==> config.mk <==
export PLATFORM = sky130hd
export DESIGN_NAME = dice_roller_flat
export DESIGN_NICKNAME = d
export VERILOG_FILES = /design/src/rtl/dice_roller_if.sv /design/src/rtl/dice_roller.sv /design/src/flat_wrapper.sv
export SDC_FILE = /design/constraint.sdc
export NUM_CORES = 1
export LEC_CHECK = 0
export BUFFER_PORTS_ARGS = -buffer_cell sky130_fd_sc_hd__buf_2
export CORE_MARGIN = 2
export CORE_UTILIZATION = 58
export DETAILED_ROUTE_END_ITERATION = 16
export HOLD_SLACK_MARGIN = 0.05
export PLACE_DENSITY = 0.77
export RECOVER_POWER = 100
export SYNTH_ARGS = -nofsm -noshare
export SYNTH_HDL_FRONTEND = slang
export SYNTH_SLANG_ARGS = --single-unit
==> constraint.sdc <==
create_clock -name clk -period 5.1 [get_ports clk]
set_input_delay 0.255 -clock clk [delete_from_list [all_inputs] [get_ports clk]]
set_output_delay 0.255 -clock clk [all_outputs]
set_load 0.01 [all_outputs]
==> src/rtl/dice_roller_if.sv <==
// -----------------------------------------------------------------------------
// dice_roller_if
//   Pin bundle of the dice roller core, mirroring the TinyTapeout user pins.
//   Ports:
//     ena      design selected (unused by the core)
//     ui_in    button inputs, [0]d4 .. [6]d100, [7] unused
//     uio_in   strap inputs: [5] button pol, [6] segment pol, [7] common pol
//     uo_out   segments a..g on [6:0], dp on [7]
//     uio_out  [0] units common, [1] tens common
//     uio_oe   output enables for uio_out
//   master drives the inputs (wrapper / bench), slave is the core.
// -----------------------------------------------------------------------------
interface dice_roller_if;
    logic       ena;
    logic [7:0] ui_in;
    logic [7:0] uio_in;
    logic [7:0] uo_out;
    logic [7:0] uio_out;
    logic [7:0] uio_oe;

    modport master (
        output ena, ui_in, uio_in,
        input  uo_out, uio_out, uio_oe
    );

    modport slave (
        input  ena, ui_in, uio_in,
        output uo_out, uio_out, uio_oe
    );
endinterface

==> src/rtl/dice_roller.sv <==
// -----------------------------------------------------------------------------
// dice_roller
//   Electronic dice core. Holding one of seven buttons tumbles a counter over
//   the range of that die (d4/d6/d8/d10/d12/d20/d100); releasing latches the
//   roll, which is shown on a two-digit multiplexed 7-segment display.
//   Ports:
//     clk      single clock
//     rst      synchronous active-high reset
//     bus      dice_roller_if.slave pin bundle (buttons, straps, segments,
//              digit commons, output enables)
//   Parameters:
//     MUX_BITS digit select toggles every 2**MUX_BITS clk cycles
// -----------------------------------------------------------------------------
module dice_roller #(
    parameter int MUX_BITS = 10
) (
    input  logic          clk,
    input  logic          rst,
    dice_roller_if.slave  bus
);

    // Die size of the lowest-index pressed button; 0 when nothing is pressed.
    function automatic logic [6:0] die_range(input logic [6:0] p);
        logic [6:0] n;
        n = 7'd0;
        if      (p[0]) n = 7'd4;
        else if (p[1]) n = 7'd6;
        else if (p[2]) n = 7'd8;
        else if (p[3]) n = 7'd10;
        else if (p[4]) n = 7'd12;
        else if (p[5]) n = 7'd20;
        else if (p[6]) n = 7'd100;
        return n;
    endfunction

    // Lit segment pattern, bit order g..a.
    function automatic logic [6:0] seg7(input logic [3:0] d);
        logic [6:0] s;
        case (d)
            4'd0:    s = 7'b0111111;
            4'd1:    s = 7'b0000110;
            4'd2:    s = 7'b1011011;
            4'd3:    s = 7'b1001111;
            4'd4:    s = 7'b1100110;
            4'd5:    s = 7'b1101101;
            4'd6:    s = 7'b1111101;
            4'd7:    s = 7'b0000111;
            4'd8:    s = 7'b1111111;
            4'd9:    s = 7'b1101111;
            default: s = 7'b0000000;
        endcase
        return s;
    endfunction

    function automatic logic [3:0] units_digit(input logic [6:0] v);
        logic [6:0] r;
        r = v % 7'd10;
        return r[3:0];
    endfunction

    // 100 is shown as "00", so its tens digit folds back to 0.
    function automatic logic [3:0] tens_digit(input logic [6:0] v);
        logic [6:0] q;
        q = (v >= 7'd100) ? 7'd0 : v / 7'd10;
        return q[3:0];
    endfunction

    logic [6:0]        w_pressed_raw;
    logic [6:0]        r_sync1;
    logic [6:0]        r_sync2;
    logic              w_any;
    logic              r_prev_any;
    logic [6:0]        w_n;
    logic [6:0]        r_roll;
    logic [6:0]        r_shown;
    logic              r_shown_vld;   // 0 means the display is BLANK
    logic [MUX_BITS:0] r_mux_cnt;
    logic              w_sel;
    logic              w_com;
    logic [6:0]        w_lit;
    logic              w_unused;

    assign w_pressed_raw = ~(bus.ui_in[6:0] ^ {7{bus.uio_in[5]}});
    assign w_any         = |r_sync2;
    assign w_n           = die_range(r_sync2);
    assign w_sel         = r_mux_cnt[MUX_BITS];
    assign w_com         = bus.uio_in[7];

    always_ff @(posedge clk) begin
        if (rst) begin
            r_sync1     <= 7'd0;
            r_sync2     <= 7'd0;
            r_prev_any  <= 1'b0;
            r_roll      <= 7'd0;
            r_shown     <= 7'd0;
            r_shown_vld <= 1'b0;
            r_mux_cnt   <= '0;
        end else begin
            r_sync1    <= w_pressed_raw;
            r_sync2    <= r_sync1;
            r_prev_any <= w_any;
            r_mux_cnt  <= r_mux_cnt + {{MUX_BITS{1'b0}}, 1'b1};
            // Also wraps when a switch to a smaller die leaves roll above N.
            if (w_any) begin
                r_roll <= (r_roll >= w_n || r_roll == 7'd0) ? 7'd1 : r_roll + 7'd1;
            end
            // Latch on release only; roll is frozen while nothing is pressed.
            if (r_prev_any && !w_any) begin
                r_shown     <= r_roll;
                r_shown_vld <= 1'b1;
            end
        end
    end

    always_comb begin
        w_lit = 7'b0000000;
        if (r_shown_vld && !w_any) begin
            if (w_sel) begin
                if (r_shown >= 7'd10) begin
                    w_lit = seg7(tens_digit(r_shown));
                end
            end else begin
                w_lit = seg7(units_digit(r_shown));
            end
        end
    end

    // Polarity straps are applied combinationally; dp stays unlit.
    assign bus.uo_out  = bus.uio_in[6] ? {1'b0, w_lit} : ~{1'b0, w_lit};
    assign bus.uio_out = {6'b000000, (w_sel ? {w_com, ~w_com} : {~w_com, w_com})};
    assign bus.uio_oe  = 8'b0000_0011;

    assign w_unused = &{1'b0, bus.ena, bus.ui_in[7], bus.uio_in[4:0]};

endmodule

==> src/flat_wrapper.sv <==
// flat-port wrapper written by rule: the top's interface ports become plain ports
module dice_roller_flat 
#(
    parameter int MUX_BITS = 10
)
  (clk, rst, bus_ena, bus_ui_in, bus_uio_in, bus_uo_out, bus_uio_out, bus_uio_oe);
  dice_roller_if bus_i ();
  input  logic clk;
  input  logic rst;
  input wire logic [$bits(bus_i.ena)-1:0] bus_ena;
  input wire logic [$bits(bus_i.ui_in)-1:0] bus_ui_in;
  input wire logic [$bits(bus_i.uio_in)-1:0] bus_uio_in;
  output wire logic [$bits(bus_i.uo_out)-1:0] bus_uo_out;
  output wire logic [$bits(bus_i.uio_out)-1:0] bus_uio_out;
  output wire logic [$bits(bus_i.uio_oe)-1:0] bus_uio_oe;
  assign bus_i.ena = bus_ena;
  assign bus_i.ui_in = bus_ui_in;
  assign bus_i.uio_in = bus_uio_in;
  assign bus_uo_out = bus_i.uo_out;
  assign bus_uio_out = bus_i.uio_out;
  assign bus_uio_oe = bus_i.uio_oe;
  dice_roller #(.MUX_BITS(MUX_BITS)) u_core (.clk(clk), .rst(rst), .bus(bus_i));
endmodule
Word-level counts from Yosys, hierarchy flattened. Memories as Yosys holds them, arrays and structs flattened. Cells that the tools add are included.

Register bits: 41. Bits in latches: 0. RAM bits: 0. Bits in read-only memories: 224. Input bits: 19. Output and inout port bits: 24. Logic and storage cells: 40. Memories: 2.

Memory list: (name not given) (words 16, width 7, read ports 1, clocked after Yosys merged registers in 0, write ports 0, line dice_roller.sv:39) `case (d)`; (name not given) (words 16, width 7, read ports 1, clocked after Yosys merged registers in 0, write ports 0, line dice_roller.sv:39).

Add/subtract/negate cells: 2. Multipliers: 0. Div/mod/pow operators: 2. Order comparisons: 3. Eq/ne operators: 0. Shifts and indexed selects: 0. Mux-type cells: 14. Bitwise operators: 4. Reductions and logical operators: 6.

Operators by type and width (count): $mux 7 (11); $add 11x1->11 const B (1); $mux 8 (1); $not 7->8 (1); $add 7x1->7 const B (1); $div 7x4->7 const B (1); $ge 7x4->1 const B (1); $ge 7x7->1 (1); $ge 7x7->1 const B (1); $logic_not 7->1 (1); $mod 7x4->7 const B (1); $not 7->7 (1); $reduce_or 7->1 (1); $xor 7x7->7 (1); $mux 4 (1); $logic_and 1x1->1 (2); $mux 2 (1); $logic_not 1->1 (1); $logic_or 1x1->1 (1); $not 1->1 (1).

Depth between registers and ports, before layout.
Depth after elaboration: 10. Depth in mapped cells: 21. Gate-level depth less buffers: 18.

Worst setup path before layout. Ideal clock, no wire load.

Path type: reg-to-output. Start: reg u_core.r_shown[6]. End: out bus_uo_out[6]. Arrival time: 3.571 ns. Data required time: 4.845 ns. Setup slack: 1.274 ns. Stages on the path, launching flop included: 21. Path buffers: 3. Cell sequence: dfxtp_1 buf_4 buf_6 nand3b_1 o311ai_1 a222oi_1 ha_1 buf_2 a21boi_0 a2111oi_4 o2bb2ai_1 nand2_1 inv_1 ha_1 inv_1 o21ai_0 nand3_1 o21ai_0 a21oi_1 o311ai_1 xnor2_1.

Word-level cells in the longest chain between the ends: 8. Elaborated cells on any way between the ends: 12. Those cells by class: div (2); order compare (2); mux (5); bitwise (1); memory (2).

Ends and longest elaborated chain: start: declaration (line dice_roller.sv:75) `logic [6:0] r_shown;`; start signal: assignment (line dice_roller.sv:109) `r_shown <= r_roll;`; $div 7x4->7 or $ge 7x7->1 (tied branches) (line dice_roller.sv:64) `q = (v >= 7'd100) ? 7'd0 : v / 7'd10;`; $mux 4 (line dice_roller.sv:64); $mem_v2 16x7; $mux 7 (line dice_roller.sv:119) `if (r_shown >= 7'd10) begin`; $mux 7 (*) (line dice_roller.sv:118) `if (w_sel) begin`; $mux 7 (*) (line dice_roller.sv:117) `if (r_shown_vld && !w_any) begin`; $not 7->8 (line dice_roller.sv:129) `assign bus.uo_out = bus.uio_in[6] ? {1'b0, w_lit} : ~{1'b0, w_lit};`; $mux 8 (*) (line dice_roller.sv:129); end: declaration (line flat_wrapper.sv:13) `output wire logic [$bits(bus_i.uo_out)-1:0] bus_uo_out;`.

Every way passes the cells marked *; elsewhere a longest branch is shown, timed or not.

Worst setup path in the final report.
Start: reg u_core.r_shown[3]. End: out bus_uo_out[6].

Same word-level chain as after synthesis.

==> impl_metrics.py <==
metrics = {
    "status": {
        "outcome": "finished, violations left",
        "violations": "max-capacitance violations, max-slew violations",
    },
    "final_layout": {
        "antennaDiodeCount": 0,
        "fin_nets": 425,
        "area_growth_pct": 5.12,
        "drive_above_1_share_pct": 11.9,
    },
    "yosys": {
        "synth_top_flop_cell": "dfxtp_1",
        "ys_async_sr_fraction_pct": 0,
        "yosysWarnings": 0,
        "ys_ff_latch": 41,
        "yosys.cell_types.count": 69,
        "synth_area_leader_cell": "dfxtp_1",
        "synth_area_sq_um": 3060,
        "syn_area_per_cell_sq_um": 8.15,
        "synth_top_area_share_pct": 26.9,
        "ys_seq_area_share_pct": 26.9,
        "synth-edff-count": 0,
        "synth_top_cells_by_area": "dfxtp_1, ha_1, xor2_1, xnor2_1, nor2_1",
        "synthCells": 375,
    },
    "clock_tree": {
        "cts_buffer_depth": 2,
        "cts_tree": "yes",
        "cts_setup_buffers": 0,
        "cts.sinks": 41,
        "clock_latency_ns": 0.29,
        "root_buffer": "clkbuf_8",
        "cts_buffers": 5,
        "cts_hold_buf": 0,
        "htreeDepth": 2,
        "clk_pin_slew_worst_paths_ns": 0.07,
    },
    "detailed_routing": {
        "ant_nets": 0,
        "drc": 0,
        "viasPerCell": 5.55,
        "firstDrtPassIters": 4,
        "totalWireLength_um": 5620,
        "drt-wirelength-per-cell_um": 12.3,
        "drtIter0Drc": 119,
        "num_vias": 2530,
    },
    "critical_path": {
        "cp_slowest_stage_delay_ns": 0.47,
        "cp_max_fo": 14,
        "crit_buf_inv": 4,
        "arrival_ns": 4.35,
        "crit_chain": "and2b_4, xnor2_1, a222oi_1, buf_4, ha_1, nor2b_1, a2bb2o_4, a2111oi_4, o2bb2ai_1, nand2_1, inv_1, ha_1, inv_1, o21ai_0, nand3_1, o21ai_0, a21oi_1, o311ai_1, xnor2_1, clkbuf_1",
        "crit_path_end_kind": "output pin",
        "cp_data_required_time_ns": 4.85,
        "critPathTopFamily": "compound AO/OA/AOI/OAI gates",
        "cp_slowest_cell": "dfxtp_2",
        "cp-start-kind": "register",
        "critPathKind": "reg2out",
        "r2r_setup_slack_ns": 2.61,
    },
    "floorplanning": {
        "start_util_pct": 59.8,
        "rows": 26,
        "fp.dieW_um": 76.6,
        "die-area_sq_um": 5860,
        "pin_count": 43,
        "core_sq_um": 5110,
        "die_h_um": 76.6,
    },
    "timing": {
        "tightest_slew_ns": 1.61,
        "worst_hold_slack_ns": 0.202,
        "period_share_pct": 90.4,
        "fmax_mhz": 217,
        "timing.slew.headroom_pct": -7.42,
        "slew_violations": 42,
        "setup_ws_ns": 0.492,
        "setup_violations": 0,
        "fin_crit_ns": 4.61,
        "tns_ns": 0,
        "finClkSkew_ns": 0.00616,
        "hold_violations": 0,
        "rsz0062_at_grt": "false",
    },
    "global_route": {
        "grt_max_degree": 42,
        "grt_use_total_pct": 19.5,
        "grt_pass1_vias": 2276,
        "grt_overflow": 0,
        "grt_pass1_wl_um": 9690,
        "antenna_found_initial": 0,
    },
    "place": {
        "place_ws_ns": 0.727,
        "gp_congestion": 0.907,
        "place.port_buffers": 21,
        "dpl.hpwl_um": 4280,
    },
    "run": {
        "maxCapViolCount": 1,
    },
    "power_and_ir_drop": {
        "leakage_nw": 1.25,
        "cellPowerDensity_nw_per_um2": 202,
        "total_power_mw": 0.649,
        "peakVddDrop_uv": 216,
    },
    "min_path": {
        "hold_path_class": "in2reg",
    },
}
[where the power goes]
part	switching, mW	leakage (nW)	internal, mW	total (mW)
sequential	0.0104	0.336	0.333	0.344
combinational	0.0561	0.867	0.0372	0.0933
clock	0.105	0.0433	0.107	0.211
total	0.171	1.25	0.478	0.649
[tightest hold or removal path: cells and delay by family]
family / cells / cell delay (ns)
buffers and inverters: 1 / 0.08
xor gates and xnor gates: 1 / 0.05
and+or+nand+nor: 1 / 0.07
[kinds of logic after synthesis]
group,count (synthesis),synth area share [%]
simple gates,124,20.1
compound gates,93,23.8
flops,41,26.9
mux,6,2.01
xor+xnor,31,8.89
other cells,2,0.246
fa+ha+maj,21,8.52
buf+inv,57,9.62
[layer usage]
| metal | vias up | GRT usage [%] | share of wire [%] |
|---|---|---|---|
| met1 | 1179 | 24.3 | 48 |
| met5 | - | 0 | 0 |
| met2 | 36 | 34.3 | 48 |
| met4 | 0 | 5.82 | 1.0 |
| met3 | 8 | 3.20 | 3.0 |
| li1 | 1307 | - | - |
[worst paths after layout]
kind / from / endpoint / cells past startpoint
setup reg to reg: u_core.r_sync2[2] / u_core.r_roll[6] / 9
setup / recovery: u_core.r_shown[3] / bus_uo_out[6] / 20
hold reg to reg: u_core.r_sync1[5] / u_core.r_sync2[5] / 1
hold / removal: bus_ui_in[0] / u_core.r_sync1[0] / 3
[layout by cell type, fill, tap and decap left out, drive strengths merged, types with 3 or more instances in the layout]
cell type / Yosys / routed
dfxtp: 41 / 41
nor2: 32 / 32
nand2: 28 / 28
inv: 22 / 22
ha: 20 / 20
buf: 25 / 20
nand3: 19 / 19
a21oi: 18 / 18
o21ai: 18 / 18
xor2: 16 / 16
xnor2: 15 / 15
conb: 2 / 14
clkbuf: 10 / 13
nor2b: 11 / 11
nor3: 8 / 8
o21a: 7 / 7
and3: 6 / 6
mux2i: 5 / 5
a211oi: 5 / 5
a31oi: 4 / 4
o211ai: 4 / 4
or3: 3 / 3
nand3b: 3 / 3
a21boi: 3 / 3
a32oi: 3 / 3
a21o: 3 / 3
nand4: 3 / 3
o311ai: 3 / 3
a2bb2oi: 3 / 3
o211a: 3 / 3
[stage by stage]
| step | util (%) | instances | instance area [sq um] |
|---|---|---|---|
| 2_1_floorplan | - | 387 | 3100 |
| 3_3_place_gp | 61.2 | 449 | 3130 |
| 3_5_place_dp | 61.2 | 449 | 3130 |
| 4_1_cts | 63.0 | 456 | 3220 |
| 5_1_grt | 62.9 | 456 | 3210 |
| 6_report | 62.9 | 456 | 3210 |
[flip-flops by register name, summed over array words and instances, names as in the netlist]
signal,count
u_core.r_mux_cnt,11
u_core.r_prev_any,1
u_core.r_sync1,7
u_core.r_shown_vld,1
u_core.r_roll,7
u_core.r_shown,7
u_core.r_sync2,7
[cells in the mapped netlist (3+ instances only)]
master	count
dfxtp_1	41
clkbuf_1	10
nand3_1	19
nor2_1	32
o21a_1	6
mux2i_1	5
a211oi_1	4
nand4_1	3
o21ai_0	16
ha_1	20
xnor2_1	15
buf_4	15
or3_1	3
and3_1	6
o211ai_1	3
a21boi_0	3
buf_2	7
a21o_1	3
a31oi_1	4
a32oi_1	3
xor2_1	16
nor3_1	8
inv_1	22
nand3b_1	3
nor2b_1	11
a21oi_1	17
nand2_1	27
[layout make-up]
type                    count  area [sq um]
repair buffers             27           141
clock buffers               6          82.6
inverters                  22          82.6
flip-flops and latches     41           825
clock inverters             1          7.51
multi-input cells         289          1990
fillers                   445          1900
well taps                  70          87.6
[timing repair]
item | CTS | global route
endpoints found under the hold margin | 0 | 0
setup endpoints to repair | 0 | 1
gates resized for setup | 0 | 3
Note: power is estimated with default switching activity, not from simulation.
